## config.mk

```make
export PLATFORM = sky130hd
export DESIGN_NAME = cursor_capture
export DESIGN_NICKNAME = d
export VERILOG_FILES = /design/src/rtl/cursor_capture.sv
export SDC_FILE = /design/constraint.sdc
export NUM_CORES = 1
export LEC_CHECK = 0
export CAP_MARGIN = 10
export CORE_MARGIN = 3
export CORE_UTILIZATION = 43
export CTS_CLUSTER_SIZE = 16
export DETAILED_ROUTE_END_ITERATION = 8
export PLACE_DENSITY = 0.71
export SLEW_MARGIN = 10
export SYNTH_ARGS = -nofsm -noshare
export SYNTH_HDL_FRONTEND = slang
export SYNTH_SLANG_ARGS = --single-unit
```

## constraint.sdc

```tcl
create_clock -name clk -period 3.2 [get_ports clk]
set_input_delay 0.8 -clock clk [delete_from_list [all_inputs] [get_ports clk]]
set_output_delay 0.8 -clock clk [all_outputs]
set_load 0.05 [all_outputs]
```

## src/rtl/cursor_capture.sv

```systemverilog
// Captures res_in on each rising edge of right_cursor into a small show-ahead FIFO
// and presents the bytes on a valid/ready interface; a sticky flag records any dropped bytes.
module cursor_capture #(
  parameter int WIDTH = 8,
  parameter int DEPTH = 4
) (
  input  logic                     clk,
  input  logic                     rst,
  input  logic [WIDTH-1:0]         res_in,
  input  logic                     right_cursor,
  output logic [WIDTH-1:0]         out_data,
  output logic                     out_valid,
  input  logic                     out_ready,
  output logic [$clog2(DEPTH):0]   count,
  output logic                     overflow,
  input  logic                     ovf_clr
);

  localparam int PTR_W = $clog2(DEPTH);
  localparam int CNT_W = PTR_W + 1;

  logic [WIDTH-1:0] mem_q [DEPTH];
  logic [WIDTH-1:0] mem_d [DEPTH];
  logic [PTR_W-1:0] wr_ptr_q, wr_ptr_d;
  logic [PTR_W-1:0] rd_ptr_q, rd_ptr_d;
  logic [CNT_W-1:0] count_q, count_d;
  logic             overflow_q, overflow_d;
  logic             cursor_q, cursor_d;

  logic cap, pop, full, wr, drop;

  always_comb begin
    cap  = right_cursor & ~cursor_q;
    pop  = (count_q != '0) & out_ready;
    full = (count_q == CNT_W'(DEPTH));
    // When full, a same-cycle pop frees the slot the new byte lands in.
    wr   = cap & (~full | pop);
    drop = cap & full & ~pop;

    cursor_d = right_cursor;
    mem_d    = mem_q;
    wr_ptr_d = wr_ptr_q;
    rd_ptr_d = rd_ptr_q;
    count_d  = count_q;

    if (wr) begin
      mem_d[wr_ptr_q] = res_in;
      wr_ptr_d        = wr_ptr_q + PTR_W'(1);
    end
    if (pop) begin
      rd_ptr_d = rd_ptr_q + PTR_W'(1);
    end
    case ({wr, pop})
      2'b10:   count_d = count_q + CNT_W'(1);
      2'b01:   count_d = count_q - CNT_W'(1);
      default: count_d = count_q;
    endcase

    // A drop in the same cycle as a clear keeps the flag set.
    if (drop)         overflow_d = 1'b1;
    else if (ovf_clr) overflow_d = 1'b0;
    else              overflow_d = overflow_q;
  end

  always_ff @(posedge clk) begin
    if (rst) begin
      for (int i = 0; i < DEPTH; i++) mem_q[i] <= '0;
      wr_ptr_q   <= '0;
      rd_ptr_q   <= '0;
      count_q    <= '0;
      overflow_q <= 1'b0;
      cursor_q   <= 1'b0;
    end else begin
      mem_q      <= mem_d;
      wr_ptr_q   <= wr_ptr_d;
      rd_ptr_q   <= rd_ptr_d;
      count_q    <= count_d;
      overflow_q <= overflow_d;
      cursor_q   <= cursor_d;
    end
  end

  assign out_valid = (count_q != '0);
  assign out_data  = out_valid ? mem_q[rd_ptr_q] : '0;
  assign count     = count_q;
  assign overflow  = overflow_q;

endmodule

```

==> results by group <==
Global route
  – Global-route wire length before repair: ~6.6 mm
  – Residual overflow from global routing: 0
  – Vias in the first global route: ~1400
  – Pin count of the biggest net entering global routing: 52
  – Total GRT Usage: roughly 16%
  – Initial antenna violation count: 0

Yosys
  – Synth unique cells: 26
  – Synth Register Bits: between 40 and 50
  – Post-synthesis cell count: 190
  – Syn avg cell area: 10.7 um^2
  – Ys async rst share: 0%
  – Yosys top cell by area: dfxtp_1
  – Yosys warns: 0
  – Share of the synthesized area in the top cell type: approximately two fifths
  – Sequential share of the synthesized area: around two fifths
  – Ys flop type: dfxtp_1
  – Syn nets: approximately 210
  – Post-synth EDFFs: 0
  – Top cells by instance count after synthesis: 41 x dfxtp_1, 41 x nand2b_1, 32 x mux2i_1
  – Cell Area, Synth: between 0.002 and 0.0025 mm^2
  – Main area contributors after synthesis: dfxtp_1 40%, mux2i_1 16%, nand2b_1 13%

Critical path
  – Setup CP Type: flip-flop to primary output
  – Critical path arrival: roughly 2300 ps
  – Crit Reg-Reg Startpoint: count[0]$_SDFFE_PP0P_
  – Cells on worst reg2reg path: 9
  – R2r endpoint: count[2]$_SDFFE_PP0P_
  – Worst R2R Setup Slack: slightly above 800 ps
  – CP Data Required Time: between 2000 and 2500 ps
  – Critical path capture point type: primary output
  – Crit Path Max Fanout: 10
  – Startpoint types: flip-flop

Layout
  – Area grow syn2layout: 19.8%
  – Layout cells sized above 1: a little over an eighth
  – Layout net count: between 200 and 250
  – N_diodes: 0
  – Fillcell total: between 400 and 500

Clock tree
  – Max Buffers Root-to-Sink: 2
  – Clock Latency Late Sink: around 300 ps
  – # clock sinks: a little over 40
  – TritonCTS Buffers: 5
  – Post-CTS Hold Buffers: 0
  – CTS tree: yes
  – Reg clk slew, reported paths: 80 ps
  – Clock Root Buffer: clkbuf_8
  – # H-tree levels: 2

Place
  – PortBufs: 25
  – Routability cong.: approximately 0.73
  – Post-DP HPWL: about 2.6 mm

Routing
  – Number of nets with antenna violations after routing: 0
  – Initial DRC count: 55
  – Vias: between 1000 and 1500
  – Via density: about 5.1
  – # DRC: 0
  – Routed wire length: 3.86 mm
  – Drt first pass iters: 4
  – Avg WL per Cell: between 10 and 15 um

Run
  – Max-Cap Viols: 0

STA
  – Setup total negative slack: 0 ps
  – RSZ-0062 raised after global routing: false
  – Crit path time final: between 3000 and 4000 ps
  – Slew Viols, Final: 0
  – Top achievable clock speed: ~0.33 GHz
  – Final setup fails: 0
  – Slew headroom: around two thirds
  – Worst-Margin Slew: between 500 and 600 ps
  – Fin Clk Skew: between 3 and 4 ps
  – Final hold violations: 0
  – WHS: between 400 and 500 ps
  – Fin crit share: a little over nine tenths

Floorplan
  – # IOs: 26
  – Core area: 0.00444 mm^2
  – Die ar.: ~0.0056 mm^2
  – Die W: 74.7 um
  – Row count: 24
  – Starting Density: 45.6%
  – DIE HEIGHT: 74.7 um

Pwr
  – Power per cell area: roughly 640 mW/mm^2
  – Leak: slightly above 1 nW
  – Peak VDD IR: about 510 uV

Worst hold path
  – Hold Crit Class: flip-flop to flip-flop
  – Hold Crit Start: mem_q[13]$_SDFFE_PP0P_
  – Worst Hold End: mem_q[13]$_SDFFE_PP0P_
  – Hold path cells: 2

Outcome
  – Outcome: finished clean
[timing repair]
item / 4_1_cts / 5_1_grt
resized for setup: 1 / 0
buffers inserted: 0 / 0
endpoints found under the setup margin: 7 / 0
[sequential cells by signal, indices dropped and copies added, names as in the netlist]
| name | cells |
|---|---|
| wr_ptr_q | 2 |
| cursor_q | 1 |
| overflow | 1 |
| rd_ptr_q | 2 |
| count | 3 |
| mem_q | 32 |
[worst max path at each step]
stage / from / endpoint / slack [ps] / depth (start not counted)
final: rd_ptr_q[1]$_SDFFE_PP0P_ / out_data[6] / 150 / 3
after detailed placement: out_ready / count[2]$_SDFFE_PP0P_ / 3 / 10
after global placement: out_ready / count[2]$_SDFFE_PP0P_ / 50 / 10
after CTS: rd_ptr_q[1]$_SDFFE_PP0P_ / out_data[6] / 120 / 3
after floorplan: out_ready / count[2]$_SDFFE_PP0P_ / 340 / 10
after global routing: rd_ptr_q[1]$_SDFFE_PP0P_ / out_data[6] / 80 / 3
[routing by layer]
metal | part of all wire [%] | wire length, um | GRT usage [%]
met4 | 1.6 | 60 | 5.34
met3 | 3.6 | 139 | 4.81
met1 | 47 | 1820 | 19.6
met5 | 0 | 0 | 0
met2 | 48 | 1850 | 26.0
[worst max-delay path, cell delays in order (launching register included)]
cell	delay [ps]
dfxtp_2	550
mux4_2	560
nor2b_1	150
clkdlybuf4s50_1	700
[cell families after synthesis]
family | Yosys count | share of synthesized area (%)
compound gates | 9 | 2.78
xor+xnor | 3 | 1.30
fa+ha+maj | 6 | 4.07
buf+inv | 21 | 5.06
flops | 41 | 40.5
mux | 40 | 24.7
simple gates | 70 | 21.6
[report_power, final]
part / internal [mW] / total (mW) / switching, mW
Clock: 0.175 / 0.358 / 0.184
Combinational: 0.240 / 0.586 / 0.347
Sequential: 0.555 / 0.614 / 0.0583
[layout by cell type, fill, tap and decap left out, types with 2 or more instances in the layout]
master	instances
nand3_1	2
mux4_2	8
nand3_2	3
o31ai_1	2
inv_1	10
a21oi_1	3
mux2i_1	32
buf_4	7
nand2b_1	41
o21ai_0	3
nor2_1	7
clkbuf_8	6
dfxtp_1	40
or3_1	2
xor2_1	3
nor2b_1	9
ha_1	5
clkdlybuf4s50_1	25
[stage by stage]
stage	setup WS (ps)	util [%]	std cells	power [mW]	instance area, um^2
CTS	122	54.6	271	1.58	2430
floorplan	341	-	190	1.02	2030
finish	151	54.6	271	1.56	2430
global placement	50.0	52.4	263	1.21	2330
detailed placement	3.40	52.4	263	1.22	2330
global route	79.8	54.6	271	1.65	2430
[area by class of cell]
type,instances,area (um^2),share of cell area (%)
Multi-Input combinational cell,128,1100,45.5
Sequential cell,41,822,33.9
Timing Repair Buffer,32,303,12.5
Clock buffer,6,82.6,3.40
Tap cell,52,65.1,2.68
Inverter,10,37.5,1.55
Clock inverter,2,13.8,0.567
Power figures use the tool's default switching activity.
